[config.mk]
export PLATFORM = sky130hd
export DESIGN_NAME = unipolar_rz_receiver
export DESIGN_NICKNAME = d
export VERILOG_FILES = /design/src/rtl/unipolar_rz_pkg.sv /design/src/rtl/sync_edge_detect.sv /design/src/rtl/unipolar_rz_receiver.sv
export SDC_FILE = /design/constraint.sdc
export NUM_CORES = 1
export LEC_CHECK = 0
export BUFFER_PORTS_ARGS = -buffer_cell sky130_fd_sc_hd__buf_2
export CAP_MARGIN = 5
export CELL_PAD_IN_SITES_DETAIL_PLACEMENT = 1
export CELL_PAD_IN_SITES_GLOBAL_PLACEMENT = 2
export CORE_MARGIN = 4
export CORE_UTILIZATION = 37
export CTS_BUF_LIST = sky130_fd_sc_hd__clkbuf_4
export DETAILED_ROUTE_END_ITERATION = 12
export GPL_TIMING_DRIVEN = 0
export PLACE_DENSITY_LB_ADDON = 0.1
export SKIP_CTS_REPAIR_TIMING = 1
export SYNTH_ARGS = -nofsm -noshare
export SYNTH_HDL_FRONTEND = slang
export SYNTH_SLANG_ARGS = --single-unit
[constraint.sdc]
create_clock -name clock -period 3.65 [get_ports clock]
set_input_delay 1.095 -clock clock [delete_from_list [all_inputs] [get_ports clock]]
set_output_delay 1.095 -clock clock [all_outputs]
set_load 0.01 [all_outputs]
[src/rtl/unipolar_rz_pkg.sv]
// Shared definitions for the unipolar RZ line encoder/receiver pair.
// Time-to-cycle conversion lives here so both ends round pulse widths identically.
package unipolar_rz_pkg;

  typedef enum logic [1:0] {
    WAIT_GAP,
    IDLE,
    HIGH,
    LOW
  } rz_state_e;

  function automatic int time_to_cycles(input real clock_rate, input real seconds);
    return int'(clock_rate * seconds);
  endfunction

endpackage

[src/rtl/sync_edge_detect.sv]
// Multi-flop synchronizer for an asynchronous input, followed by a registered
// edge detector; level, rise and fall are mutually aligned.
module sync_edge_detect #(
  parameter int unsigned STAGES = 2,
  parameter bit          INIT   = 1'b0
) (
  input  logic clock,
  input  logic reset,
  input  logic async_in,
  output logic level,
  output logic rise,
  output logic fall
);

  logic [STAGES-1:0] sync_q;
  logic              level_q;
  logic              rise_q;
  logic              fall_q;

  always_ff @(posedge clock) begin
    if (reset) begin
      sync_q  <= {STAGES{INIT}};
      level_q <= INIT;
      rise_q  <= 1'b0;
      fall_q  <= 1'b0;
    end else begin
      sync_q  <= {sync_q[STAGES-2:0], async_in};
      level_q <= sync_q[STAGES-1];
      rise_q  <= sync_q[STAGES-1] & ~level_q;
      fall_q  <= ~sync_q[STAGES-1] & level_q;
    end
  end

  assign level = level_q;
  assign rise  = rise_q;
  assign fall  = fall_q;

endmodule

[src/rtl/unipolar_rz_receiver.sv]
// Unipolar return-to-zero receiver: times each high pulse on the line and
// assembles LSB-first words; a long low gap closes the frame.
module unipolar_rz_receiver
  import unipolar_rz_pkg::*;
#(
  parameter int unsigned DATA_WIDTH         = 24,
  parameter int unsigned CLOCK_RATE         = 50_000_000,
  parameter real         MIN_HIGH_TIME      = 0.15e-6,
  parameter real         BIT_THRESHOLD_TIME = 0.6e-6,
  parameter real         MAX_HIGH_TIME      = 2.0e-6,
  parameter real         RESET_TIME         = 50e-6,
  parameter bit          INVERT             = 1'b0
) (
  input  logic                  clock,
  input  logic                  reset,
  input  logic                  line,
  output logic [DATA_WIDTH-1:0] data,
  output logic                  valid,
  output logic                  frame_end,
  output logic                  error
);

  localparam int MIN_HIGH_CYCLES      = time_to_cycles(real'(CLOCK_RATE), MIN_HIGH_TIME);
  localparam int BIT_THRESHOLD_CYCLES = time_to_cycles(real'(CLOCK_RATE), BIT_THRESHOLD_TIME);
  localparam int MAX_HIGH_CYCLES      = time_to_cycles(real'(CLOCK_RATE), MAX_HIGH_TIME);
  localparam int RESET_CYCLES         = time_to_cycles(real'(CLOCK_RATE), RESET_TIME);
  localparam int COUNT_LIMIT = (RESET_CYCLES > MAX_HIGH_CYCLES) ? RESET_CYCLES : MAX_HIGH_CYCLES;
  localparam int CNT_W       = $clog2(COUNT_LIMIT + 1);
  localparam int BC_W        = (DATA_WIDTH > 1) ? $clog2(DATA_WIDTH) : 1;

  localparam logic [CNT_W-1:0] MIN_C   = CNT_W'(MIN_HIGH_CYCLES);
  localparam logic [CNT_W-1:0] THR_C   = CNT_W'(BIT_THRESHOLD_CYCLES);
  localparam logic [CNT_W-1:0] MAX_C   = CNT_W'(MAX_HIGH_CYCLES);
  localparam logic [CNT_W-1:0] RESET_C = CNT_W'(RESET_CYCLES);
  localparam logic [BC_W-1:0]  LAST_BIT = BC_W'(DATA_WIDTH - 1);

  logic sync_level, raw_rise, raw_fall;
  logic level, rise, fall;

  sync_edge_detect #(
    .STAGES(2),
    .INIT  (INVERT)
  ) u_sync_edge_detect (
    .clock   (clock),
    .reset   (reset),
    .async_in(line),
    .level   (sync_level),
    .rise    (raw_rise),
    .fall    (raw_fall)
  );

  // Inverting after the edge register just swaps which edge is the "rise".
  assign level = sync_level ^ INVERT;
  assign rise  = INVERT ? raw_fall : raw_rise;
  assign fall  = INVERT ? raw_rise : raw_fall;

  rz_state_e             state_q;
  logic [CNT_W-1:0]      counter_q;
  logic [CNT_W-1:0]      counter_inc;
  logic [BC_W-1:0]       bit_count_q;
  logic [DATA_WIDTH-1:0] shift_q;
  logic [DATA_WIDTH-1:0] word_next;
  logic [DATA_WIDTH-1:0] data_q;
  logic                  valid_q, frame_end_q, error_q;
  logic                  bit_val;

  always_comb begin
    counter_inc            = (counter_q == '1) ? counter_q : counter_q + CNT_W'(1);
    bit_val                = (counter_q > THR_C);
    word_next              = shift_q;
    word_next[bit_count_q] = bit_val;
  end

  always_ff @(posedge clock) begin
    if (reset) begin
      state_q     <= WAIT_GAP;
      counter_q   <= '0;
      bit_count_q <= '0;
      shift_q     <= '0;
      data_q      <= '0;
      valid_q     <= 1'b0;
      frame_end_q <= 1'b0;
      error_q     <= 1'b0;
    end else begin
      valid_q     <= 1'b0;
      frame_end_q <= 1'b0;
      error_q     <= 1'b0;
      case (state_q)
        WAIT_GAP: begin
          if (level) begin
            counter_q <= '0;
          end else if (counter_inc == RESET_C) begin
            counter_q <= '0;
            state_q   <= IDLE;
          end else begin
            counter_q <= counter_inc;
          end
        end
        IDLE: begin
          if (rise) begin
            counter_q <= '0;
            state_q   <= HIGH;
          end
        end
        HIGH: begin
          if (fall) begin
            counter_q <= '0;
            if (counter_q < MIN_C) begin
              error_q     <= 1'b1;
              bit_count_q <= '0;
              state_q     <= WAIT_GAP;
            end else begin
              shift_q <= word_next;
              state_q <= LOW;
              if (bit_count_q == LAST_BIT) begin
                data_q      <= word_next;
                valid_q     <= 1'b1;
                bit_count_q <= '0;
              end else begin
                bit_count_q <= bit_count_q + BC_W'(1);
              end
            end
          end else if (counter_inc == MAX_C) begin
            // Stuck-high line: resync only after a full low gap.
            error_q     <= 1'b1;
            bit_count_q <= '0;
            counter_q   <= '0;
            state_q     <= WAIT_GAP;
          end else begin
            counter_q <= counter_inc;
          end
        end
        LOW: begin
          if (rise) begin
            counter_q <= '0;
            state_q   <= HIGH;
          end else if (counter_inc == RESET_C) begin
            frame_end_q <= 1'b1;
            counter_q   <= '0;
            state_q     <= IDLE;
            if (bit_count_q != '0) begin
              error_q     <= 1'b1;
              bit_count_q <= '0;
            end
          end else begin
            counter_q <= counter_inc;
          end
        end
        default: state_q <= WAIT_GAP;
      endcase
    end
  end

  assign data      = data_q;
  assign valid     = valid_q;
  assign frame_end = frame_end_q;
  assign error     = error_q;

endmodule

==> results of run 1 <==
[per-layer routing]
layer	wire (µm)	GRT usage, %
met1	5406	27.42
met2	4473	29.96
met3	317	3.246
met4	117	5.088
met5	0	0
[sequential cells by signal, indices dropped and copies added (netlist names)]
name and count:
state_q 2, data 24, counter_q 12, valid 1, u_sync_edge_detect.level 1, shift_q 23
u_sync_edge_detect.sync_q 2, u_sync_edge_detect.fall 1, u_sync_edge_detect.rise 1, frame_end 1, bit_count_q 5, error 1
[cell families after synthesis]
group,after synthesis
DFF,74
buffers and inverters,53
muxes,9
and+or+nand+nor,154
AOI/OAI and AO/OA,138
adders and majority gates,6
xor gates and xnor gates,3
[synth_stat cells, types with 2 or more instances]
| master | number | area [µm²] |
|---|---|---|
| a211oi_1 | 2 | 15.01 |
| a21oi_1 | 71 | 355.3 |
| a22oi_1 | 6 | 45.04 |
| a311oi_1 | 28 | 245.2 |
| a31o_2 | 3 | 26.28 |
| a31oi_1 | 11 | 68.82 |
| a41oi_1 | 2 | 17.52 |
| and2_1 | 4 | 25.02 |
| and3_1 | 5 | 31.28 |
| and3b_1 | 2 | 17.52 |
| and4_1 | 4 | 35.03 |
| buf_1 | 4 | 15.01 |
| buf_2 | 6 | 30.03 |
| clkbuf_1 | 29 | 108.9 |
| dfxtp_1 | 74 | 1481 |
| ha_1 | 6 | 75.07 |
| inv_1 | 13 | 48.80 |
| mux2i_1 | 7 | 70.07 |
| nand2_1 | 38 | 142.6 |
| nand2b_1 | 4 | 25.02 |
| nand3_1 | 10 | 50.05 |
| nand4_1 | 5 | 31.28 |
| nor2_1 | 60 | 225.2 |
| nor2b_1 | 6 | 37.54 |
| nor3_1 | 6 | 30.03 |
| nor3b_1 | 4 | 30.03 |
| nor4_1 | 2 | 12.51 |
| o21ai_0 | 3 | 15.01 |
| o22ai_1 | 2 | 12.51 |
| xnor2_1 | 2 | 17.52 |
[power by group through the flow]
stage / clock network, mW / logic (mW) / registers [mW]
2_1_floorplan: 0 / 0.0348 / 0.832
3_3_place_gp: 0 / 0.0488 / 0.833
3_5_place_dp: 0 / 0.0500 / 0.833
4_1_cts: 0.625 / 0.0501 / 0.815
5_1_grt: 0.658 / 0.0556 / 0.816
6_report: 0.599 / 0.0494 / 0.815
[path summary, 6_finish.rpt]
kind,startpoint,endpoint,depth (start not counted)
worst max-delay path,counter_q[1],counter_q[7],9
worst max register to register,counter_q[1],counter_q[7],9
worst min register to register,u_sync_edge_detect.sync_q[1],u_sync_edge_detect.fall,1
worst min-delay path,u_sync_edge_detect.sync_q[1],u_sync_edge_detect.fall,1
[layout make-up]
cell class / instances / area (µm²) / area share, %
buffer: 40 / 161.4 / 4.038
inverter: 13 / 48.80 / 1.221
tap: 129 / 161.4 / 4.038
clock buffer: 10 / 75.07 / 1.878
timing repair buffer: 28 / 140.1 / 3.505
sequential: 74 / 1481 / 37.06
clock inverter: 6 / 91.34 / 2.285
multi-input combinational: 310 / 1838 / 45.98
[per-stage QoR]
| stage | hold slack (ns) | instance area (µm²) | instances |
|---|---|---|---|
| global route | 0.4663 | 3998 | 610 |
| floorplan | 0.3885 | 3530 | 437 |
| CTS | 0.4464 | 3998 | 610 |
| global placement | 0.4278 | 3831 | 594 |
| detailed placement | 0.4291 | 3831 | 594 |
| finish | 0.4433 | 3998 | 610 |
[layout by cell type, fill, tap and decap left out, types with 5 or more instances in the layout]
master / instances
clkbuf_1: 29
mux2i_1: 7
a311oi_1: 28
nand2_1: 38
a21oi_1: 71
clkbuf_4: 10
nand3_1: 10
inv_1: 13
ha_1: 6
nor2b_1: 6
and3_1: 5
nand4_1: 5
a31oi_1: 11
nor3_1: 6
nor2_1: 60
a22oi_1: 6
buf_2: 34
dfxtp_1: 74
==> metrics.txt, run 1 <==
Worst Setup Slack, final=about 0.39 ns; TritonCTS buffer count=9; Slew headroom=39.85%; Placer Congestion=0.8691; DR vias/cell=~5.5; Period minus WS final=3.265 ns; register-to-register setup slack=slightly below 0.4 ns; P_int=between 1 and 1.5 mW; number of synthesized flops with an enable pin=0; most common flop cell mapped by yosys=dfxtp_1; Critical Path Fanout Max=10; IO Count=30; synth unique cells=48; setup tns final=0 ns; Pwr Density=366.0 nW/µm²; total power=1.463 mW; Seq/Total Area, Yosys=41.97%; Syn Nets=between 400 and 500; XOR/XNOR Fraction of Synth Area=0.7444%; Fillers=between 1000 and 1500; Final Setup Violations=0; DRC=0; Hold WC Path Type=flip-flop to flip-flop; largest family of logic cells by synthesized area=compound AO/OA/AOI/OAI gates; Yosys warnings=0; clock share of power=between 40% and 50%; Horiz. Die Dim=105.7 µm; period utilization=89.45%; asr flop ratio synth=0%; H-tree depth=3; Cell Chain, Critical Path=ha_1 > nand4_1 > nor3_4 > mux2i_1 > nor4_4 > o221ai_1 > clkbuf_1 > a22oi_1 > nor2_1; Worst Max-Slew Pin Slew=0.9003 ns; vias=3359; root buf cell=clkbuf_4; critical path endpoint category=flip-flop; f_max=between 0.3 and 0.4 GHz; Sw Pwr=348.7 µW; Bufs and invs on worst path=1; number of antenna violations at the first check in global routing=0; Cell Area, Synth=3530 µm²; Max-cap violations=0; dpl ws=0.3647 ns; Combinational Power Share=roughly 3.4%; die area=around 11000 µm²; VDD IR-drop max=0.3082 mV; initial core utilization=38.02%; DR WL/cell=16.91 µm; global-route total usage across every layer=19.22%; number of nets with antenna violations after routing=0; Die Height=about 110 µm; largest net degree at the start of global routing=14; Pre-Repair DR Iteration Count=4; status=completed; static leakage=1.462 nW; clk buf depth=2; critical path data required time=3.93 ns; fin util=a little over two fifths; wirelength, routed=10.31 mm; unrepaired setup endpoints after global routing=false; Post-Synth Simple-Gate Area=a little over a fifth; clk_lat worst skew=0.42 ns; CTS tree=done; IO Port Bufs=28; Clock Pin Slew Worst Setup and Hold Paths=0.13 ns; synthesized flop and latch total=74; Area growth syn-to-layout=13.26%; Post-Syn Instances=437; core area=slightly above 9000 µm²; Site Rows=35; diode count=0; Final Max Slew Viols=0; Final Hold Vio Count=0; number of global-route vias before repair=~3300; critical path class=flip-flop to flip-flop; share of layout cells above drive strength 1=12.06%; GRT Residual Overflow=0; dpl hpwl=approximately 7.3 mm; mux cell area share after synthesis=roughly 2.6%; switching share of power=23.83%; Post-Route Skew=0.01805 ns; Flop pwr share=between 50 and 60%; Worst EP arrival=approximately 3.6 ns; Worst path max stage delay=between 0.5 and 0.6 ns; crit start category=flip-flop; DRT iter0 DRCs=144; Final nets=~490; # clock sinks=74; Post-Synth Adder-Cell Area=roughly 2.1%; Avg Inst Size Synth=8.077 µm²; first-pass GRT wire length=between 15 and 20 mm; CP max-delay cell=nor4_4; Top delay family on crit path=simple AND/OR/NAND/NOR gates; compound-gate portion of the synthesized area=25.13%
(Power assumes the default switching activity.)
==> run 2, diff against run 1 <==
PLACE_DENSITY_LB_ADDON = 0.12   (was 0.1)
==> metrics.txt, run 2 (synthesis gave the netlist of run 1 again) <==
DRC=0 (unchanged); TritonCTS buffer count=9 (unchanged); root buf cell=clkbuf_4 (unchanged); DRT iter0 DRCs=157 (was 144); clk_lat worst skew=0.42 ns (about the same); number of antenna violations at the first check in global routing=0 (unchanged); Hold WC Path Type=flip-flop to flip-flop (unchanged); Period minus WS final=3.194 ns (was 3.265 ns); reg2reg end=counter_q[2] (was counter_q[7]); first-pass GRT wire length=17.19 mm (was 17.34 mm); f_max=0.3130 GHz (was 0.3063 GHz); Site Rows=35 (unchanged); period utilization=87.52% (was 89.45%); Critical path origin=counter_q[1] (unchanged); FF-to-FF path depth=9 (unchanged); diode count=0 (unchanged); Final Setup Violations=0 (unchanged); largest net degree at the start of global routing=14 (unchanged); Reg area=1481 µm² (unchanged); dpl ws=0.4416 ns (was 0.3647 ns); Worst EP arrival=3.48 ns (was 3.55 ns); dpl hpwl=7.369 mm (was 7.347 mm); Horiz. Die Dim=105.7 µm (unchanged); GRT Residual Overflow=0 (unchanged); global-route total usage across every layer=18.95% (was 19.22%); Pre-Repair DR Iteration Count=4 (unchanged); wirelength, routed=10.27 mm (was 10.31 mm); P_int=1.105 mW (was 1.115 mW); Post-Route Skew=0.02569 ns (was 0.01805 ns); clk buf depth=2 (unchanged); clock share of power=40.6% (was 40.9%); most frequent cells in the layout=dfxtp_1 (74), a21oi_1 (71), nor2_1 (60) (unchanged); Sw Pwr=348.9 µW (was 348.7 µW); Flop pwr share=56.1% (was 55.7%); Placer Congestion=0.8211 (was 0.8691); crit start category=flip-flop (unchanged); most common cell after layout, fill and taps aside=dfxtp_1 (unchanged); unrepaired setup endpoints after global routing=false (unchanged); Crit Reg-Reg Startpoint=counter_q[1] (unchanged); total power=1.454 mW (was 1.463 mW); IO Port Bufs=28 (unchanged); Area growth syn-to-layout=13.01% (was 13.26%); core area=9284 µm² (unchanged); setup tns final=0 ns (unchanged); status=completed (unchanged); Die Height=105.7 µm (unchanged); DR vias/cell=5.460 (was 5.507); Final Hold Slack=0.4301 ns (was 0.4433 ns); IO Count=30 (unchanged); Final Max Slew Viols=0 (unchanged); Worst Setup Slack, final=0.4555 ns (was 0.3851 ns); Slew headroom=39.54% (was 39.85%); number of global-route vias before repair=3319 (was 3348); Final nets=485 (unchanged); share of layout cells above drive strength 1=11.67% (was 12.06%); DR WL/cell=16.86 µm (was 16.91 µm); Fillers=1187 (was 1131); max reg flops=24 (unchanged); Final Hold Vio Count=0 (unchanged); critical path data required time=3.93 ns (about the same); Clock Pin Slew Worst Setup and Hold Paths=0.13 ns (about the same); Critical Path Fanout Max=10 (unchanged); Pwr Density=364.4 nW/µm² (was 366.0 nW/µm²); CTS tree=done (unchanged); switching share of power=24.00% (was 23.83%); Worst Max-Slew Pin Slew=0.9049 ns (was 0.9003 ns); register-to-register setup slack=0.46 ns (was 0.39 ns); Worst setup endpoint=counter_q[2] (was counter_q[7]); number of nets with antenna violations after routing=0 (unchanged); area of the multi-input gates=1838 µm² (unchanged); critical path class=flip-flop to flip-flop (unchanged); VDD IR-drop max=0.2098 mV (was 0.3082 mV); critical path endpoint category=flip-flop (unchanged); initial core utilization=38.02% (unchanged); H-tree depth=3 (unchanged); static leakage=1.456 nW (was 1.462 nW); vias=3325 (was 3359); Combinational Power Share=3.4% (about the same); # clock sinks=74 (unchanged); die area=11170 µm² (unchanged); Max-cap violations=0 (unchanged)
[run 2: cell count changes in the layout (fill, tap and decap cells not counted)]
cell / previous run / this run
clkbuf_4: 10 / 9
clkinv_1: 0 / 1
clkinv_2: 1 / 0
clkinv_4: 3 / 1
inv_6: 0 / 2
[run 2: critical path: stages (launching register included)]
cell	delay, ns
dfxtp_1	0.38
ha_1	0.33
nand4_1	0.27
nor3_4	0.39
mux2i_1	0.19
nor4_4	0.51
o221ai_1	0.36
clkbuf_1	0.34
a21oi_1	0.22
nor3_1	0.06
[run 2: layer usage]
metal | wire length [µm] | vias up | global-route usage [%]
li1 | - | 1660 | -
met1 | 5320 | 1599 | 27.73
met2 | 4487 | 56 | 28.69
met3 | 369 | 10 | 3.613
met4 | 87 | 0 | 4.440
met5 | 0 | - | 0
[run 2: worst min path at each step]
stage / from / to / slack (ns) / cells past startpoint
5_1_grt: data[6] / data[6] / 0.47 / 2
3_5_place_dp: u_sync_edge_detect.sync_q[1] / u_sync_edge_detect.fall / 0.41 / 1
4_1_cts: u_sync_edge_detect.sync_q[1] / u_sync_edge_detect.fall / 0.43 / 1
6_report: u_sync_edge_detect.sync_q[1] / u_sync_edge_detect.fall / 0.43 / 1
3_3_place_gp: u_sync_edge_detect.sync_q[1] / u_sync_edge_detect.fall / 0.41 / 1
2_1_floorplan: u_sync_edge_detect.sync_q[1] / u_sync_edge_detect.fall / 0.39 / 1
[run 2: layout make-up]
type | count | area share (%)
sequential | 74 | 37.14
tap | 129 | 4.046
timing repair buffer | 28 | 3.513
buffer | 40 | 4.046
multi-input combinational | 310 | 46.08
clock inverter | 6 | 2.258
inverter | 13 | 1.223
clock buffer | 9 | 1.694
[run 2: power by group through the flow]
stage / clock (mW) / sequential, mW / combinational [mW]
after floorplan: 0 / 0.832 / 0.0348
after global placement: 0 / 0.833 / 0.0482
after detailed placement: 0 / 0.833 / 0.0495
after CTS: 0.606 / 0.815 / 0.0497
after global routing: 0.638 / 0.816 / 0.0546
final: 0.590 / 0.815 / 0.0490
[run 2: per-stage QoR]
step                cell area [µm²]  cells  utilization (%)
finish                         3989    609            42.96
global route                   3989    609            42.96
CTS                            3989    609            42.96
detailed placement             3831    594            41.27
global placement               3831    594            41.27
floorplan                      3530    437                -
==> run 3, diff against run 2 <==
ABC_AREA = 1   (was default)
CELL_PAD_IN_SITES_DETAIL_PLACEMENT = default   (was 1)
CELL_PAD_IN_SITES_GLOBAL_PLACEMENT = default   (was 2)
CORE_UTILIZATION = 60   (was 37)
clock period = 3.1 ns   (was 3.65 ns; I/O delays follow)
==> metrics.txt, run 3 <==
most frequent cells in the layout=nand2_1 (152), dfxtp_1 (74), inv_1 (67) (was dfxtp_1 (74), a21oi_1 (71), nor2_1 (60)); Slew headroom=63.14% (was 39.54%); critical path class=flip-flop to flip-flop (unchanged); Final Max Slew Viols=0 (unchanged); VDD IR-drop max=0.2799 mV (was 0.2098 mV); core area=5956 µm² (was 9284 µm²); Fillers=564 (was 1187); critical path endpoint category=flip-flop (unchanged); initial core utilization=62.54% (was 38.02%); Seq/Total Area, Yosys=39.77% (was 41.97%); Cell Area, Synth=3725 µm² (was 3530 µm²); number of global-route vias before repair=3301 (was 3319); clk_lat worst skew=0.42 ns (about the same); largest net degree at the start of global routing=13 (was 14); Critical Path Fanout Max=10 (unchanged); number of synthesized flops with an enable pin=0 (unchanged); H-tree depth=3 (unchanged); IO Port Bufs=28 (unchanged); vias=3719 (was 3325); asr flop ratio synth=0% (unchanged); Post-Route Skew=0.02508 ns (was 0.02569 ns); die area=7533 µm² (was 11170 µm²); Yosys warnings=0 (unchanged); share of layout cells above drive strength 1=10.93% (was 11.67%); dpl ws=0.6809 ns (was 0.4416 ns); Worst EP arrival=2.78 ns (was 3.48 ns); top cell type's share of synthesized area=39.77% (was 41.97%); HP Start=u_sync_edge_detect.sync_q[0] (was u_sync_edge_detect.sync_q[1]); CP max-delay cell=dfxtp_1 (was nor4_4); FF-to-FF path depth=13 (was 9); setup tns final=0 ns (unchanged); Final Setup Violations=0 (unchanged); Pre-Repair DR Iteration Count=5 (was 4); P_int=1.224 mW (was 1.105 mW); period utilization=80.21% (was 87.52%); dominant cell type by area after synthesis=dfxtp_1 (unchanged); clock share of power=36.4% (was 40.6%); Syn Nets=570 (was 446); Bufs and invs on worst path=1 (unchanged); IO Count=30 (unchanged); GRT Residual Overflow=0 (unchanged); Final nets=609 (was 485); Pwr Density=392.9 nW/µm² (was 364.4 nW/µm²); crit start category=flip-flop (unchanged); Clock Pin Slew Worst Setup and Hold Paths=0.12 ns (was 0.13 ns); switching share of power=23.85% (was 24.00%); Worst Max-Slew Pin Slew=0.5529 ns (was 0.9049 ns); CP most frequent cell=nand3_1; max reg flops=24 (unchanged); Cell Chain, Critical Path=ha_1 > nand2_2 > nor2_4 > nand3_4 > buf_6 > nand3_1 > nand3_1 > nor2_1 > nand3_1 > nand2_1 > nand2_1 > o21ai_0 > a21oi_1 (was ha_1 > nand4_1 > nor3_4 > mux2i_1 > nor4_4 > o221ai_1 > clkbuf_1 > a21oi_1 > nor3_1); number of nets with antenna violations after routing=0 (unchanged); Horiz. Die Dim=86.79 µm (was 105.7 µm); Site Rows=28 (was 35); diode count=0 (unchanged); wirelength, routed=8.925 mm (was 10.27 mm); Sw Pwr=383.2 µW (was 348.9 µW); unrepaired setup endpoints after global routing=false (unchanged); Die Height=86.79 µm (was 105.7 µm); synthesized flop and latch total=74 (unchanged); Final Hold Vio Count=0 (unchanged); Worst Setup Slack, final=0.6136 ns (was 0.4555 ns); TritonCTS buffer count=9 (unchanged); Reg area=1481 µm² (unchanged); count leader, synth=nand2_1 (was dfxtp_1); Crit Reg-Reg Startpoint=counter_q[1] (unchanged); reg2reg end=counter_q[3] (was counter_q[2]); critical path data required time=3.39 ns (was 3.93 ns); # clock sinks=74 (unchanged); Synth top cells by count=nand2_1 (152), dfxtp_1 (74), inv_1 (67) (was dfxtp_1 (74), a21oi_1 (71), nor2_1 (60)); static leakage=1.710 nW (was 1.456 nW); Post-Syn Instances=561 (was 437); global-route total usage across every layer=24.30% (was 18.95%); hold path endpoint=u_sync_edge_detect.sync_q[1] (was u_sync_edge_detect.fall); root buf cell=clkbuf_4 (unchanged); status=completed (unchanged); Max-cap violations=0 (unchanged); Period minus WS final=2.486 ns (was 3.194 ns); Flop pwr share=59.9% (was 56.1%); number of antenna violations at the first check in global routing=0 (unchanged); area of the multi-input gates=1892 µm² (was 1838 µm²); dpl hpwl=6.529 mm (was 7.369 mm); Area growth syn-to-layout=9.808% (was 13.01%); DRC=0 (unchanged); DRT iter0 DRCs=264 (was 157); CTS tree=done (unchanged); hold depth=2 (was 1); clk buf depth=2 (unchanged); Avg Inst Size Synth=6.640 µm² (was 8.077 µm²); Combinational Power Share=3.7% (was 3.4%); DR vias/cell=5.477 (was 5.460); DR WL/cell=13.14 µm (was 16.86 µm); f_max=0.4022 GHz (was 0.3130 GHz); Hold WC Path Type=flip-flop to flip-flop (unchanged); most common flop cell mapped by yosys=dfxtp_1 (unchanged); Worst path max stage delay=0.44 ns (was 0.51 ns); Top delay family on crit path=simple AND/OR/NAND/NOR gates (unchanged); most common cell after layout, fill and taps aside=nand2_1 (was dfxtp_1); register-to-register setup slack=0.61 ns (was 0.46 ns); leading post-synthesis cells by cell area=dfxtp_1 (40%), nand2_1 (15%), a21oi_1 (8.7%), o21ai_0 (7.4%), inv_1 (6.8%) (was dfxtp_1 (42%), a21oi_1 (10%), a311oi_1 (6.9%), nor2_1 (6.4%), nand2_1 (4.0%)); Placer Congestion=0.8965 (was 0.8211); first-pass GRT wire length=14.70 mm (was 17.19 mm); synth unique cells=29 (was 48)
==> run 3: cell types whose count changed in the layout (fill, tap and decap cells not counted), moves of 16 or more <==
| cell | before | now |
|---|---|---|
| inv_1 | 13 | 67 |
| o21ai_0 | 3 | 55 |
| nand2_1 | 38 | 152 |
| clkbuf_1 | 29 | 13 |
| a311oi_1 | 28 | 0 |
| nand3_1 | 10 | 28 |
==> run 3: cell families (layout without fill, tap and decap cells) <==
| logic type | after synthesis | count (layout) | share of synthesized area [%] |
|---|---|---|---|
| buf+inv | 89 | 132 | 9.439 |
| flops | 74 | 74 | 39.77 |
| compound gates | 124 | 124 | 17.30 |
| xor+xnor | 3 | 3 | 0.7055 |
| simple gates | 265 | 265 | 30.77 |
| fa+ha+maj | 6 | 6 | 2.015 |
==> run 3: cell type report <==
cell class,count,share of cell area [%]
Clock buffer,10,1.835
Buffer,21,2.355
Sequential cell,74,36.22
Tap cell,75,2.294
Inverter,68,6.240
Clock inverter,5,1.377
Timing Repair Buffer,28,3.426
Multi-Input combinational cell,398,46.25
==> run 3: power by group through the flow <==
stage | Sequential, mW | Combinational, mW | Clock [mW]
CTS | 0.962 | 0.0591 | 0.596
global placement | 0.983 | 0.0571 | 0
global route | 0.964 | 0.0670 | 0.629
finish | 0.962 | 0.0593 | 0.585
detailed placement | 0.984 | 0.0588 | 0
floorplan | 0.982 | 0.0463 | 0
==> run 3: stage by stage <==
step	power, mW	cell area (µm²)	util (%)	hold slack (ns)	cells
2_1_floorplan	1.028	3725	-	0.3883	561
3_3_place_gp	1.040	3959	66.47	0.4016	664
3_5_place_dp	1.042	3959	66.47	0.4073	664
4_1_cts	1.617	4090	68.68	0.4267	679
5_1_grt	1.660	4090	68.68	0.4356	679
6_report	1.607	4090	68.68	0.4222	679
==> run 3: routing by layer <==
layer | vias up | track usage, % | share of wire, %
met1 | 1690 | 33.39 | 47
met3 | 19 | 3.802 | 6.2
met2 | 135 | 37.47 | 44
met4 | 0 | 10.91 | 2.7
li1 | 1875 | - | -
met5 | - | 0 | 0
==> run 3: how the worst max path moves through the flow <==
stage	startpoint	to	slack (ns)	cells past startpoint
2_1_floorplan	counter_q[1]	counter_q[3]	1.11	13
3_3_place_gp	counter_q[1]	counter_q[3]	0.70	13
3_5_place_dp	counter_q[1]	counter_q[3]	0.68	13
4_1_cts	counter_q[1]	counter_q[3]	0.66	13
5_1_grt	counter_q[1]	counter_q[3]	0.37	13
6_report	counter_q[1]	counter_q[3]	0.61	13
==> run 3: worst reg2reg max path: stages (launching register included) <==
cell and delay [ns]:
dfxtp_1 0.44, ha_1 0.22, nand2_2 0.11, nor2_4 0.20, nand3_4 0.12, buf_6 0.17, nand3_1 0.09, nand3_1 0.11
nor2_1 0.17, nand3_1 0.17, nand2_1 0.12, nand2_1 0.21, o21ai_0 0.15, a21oi_1 0.08
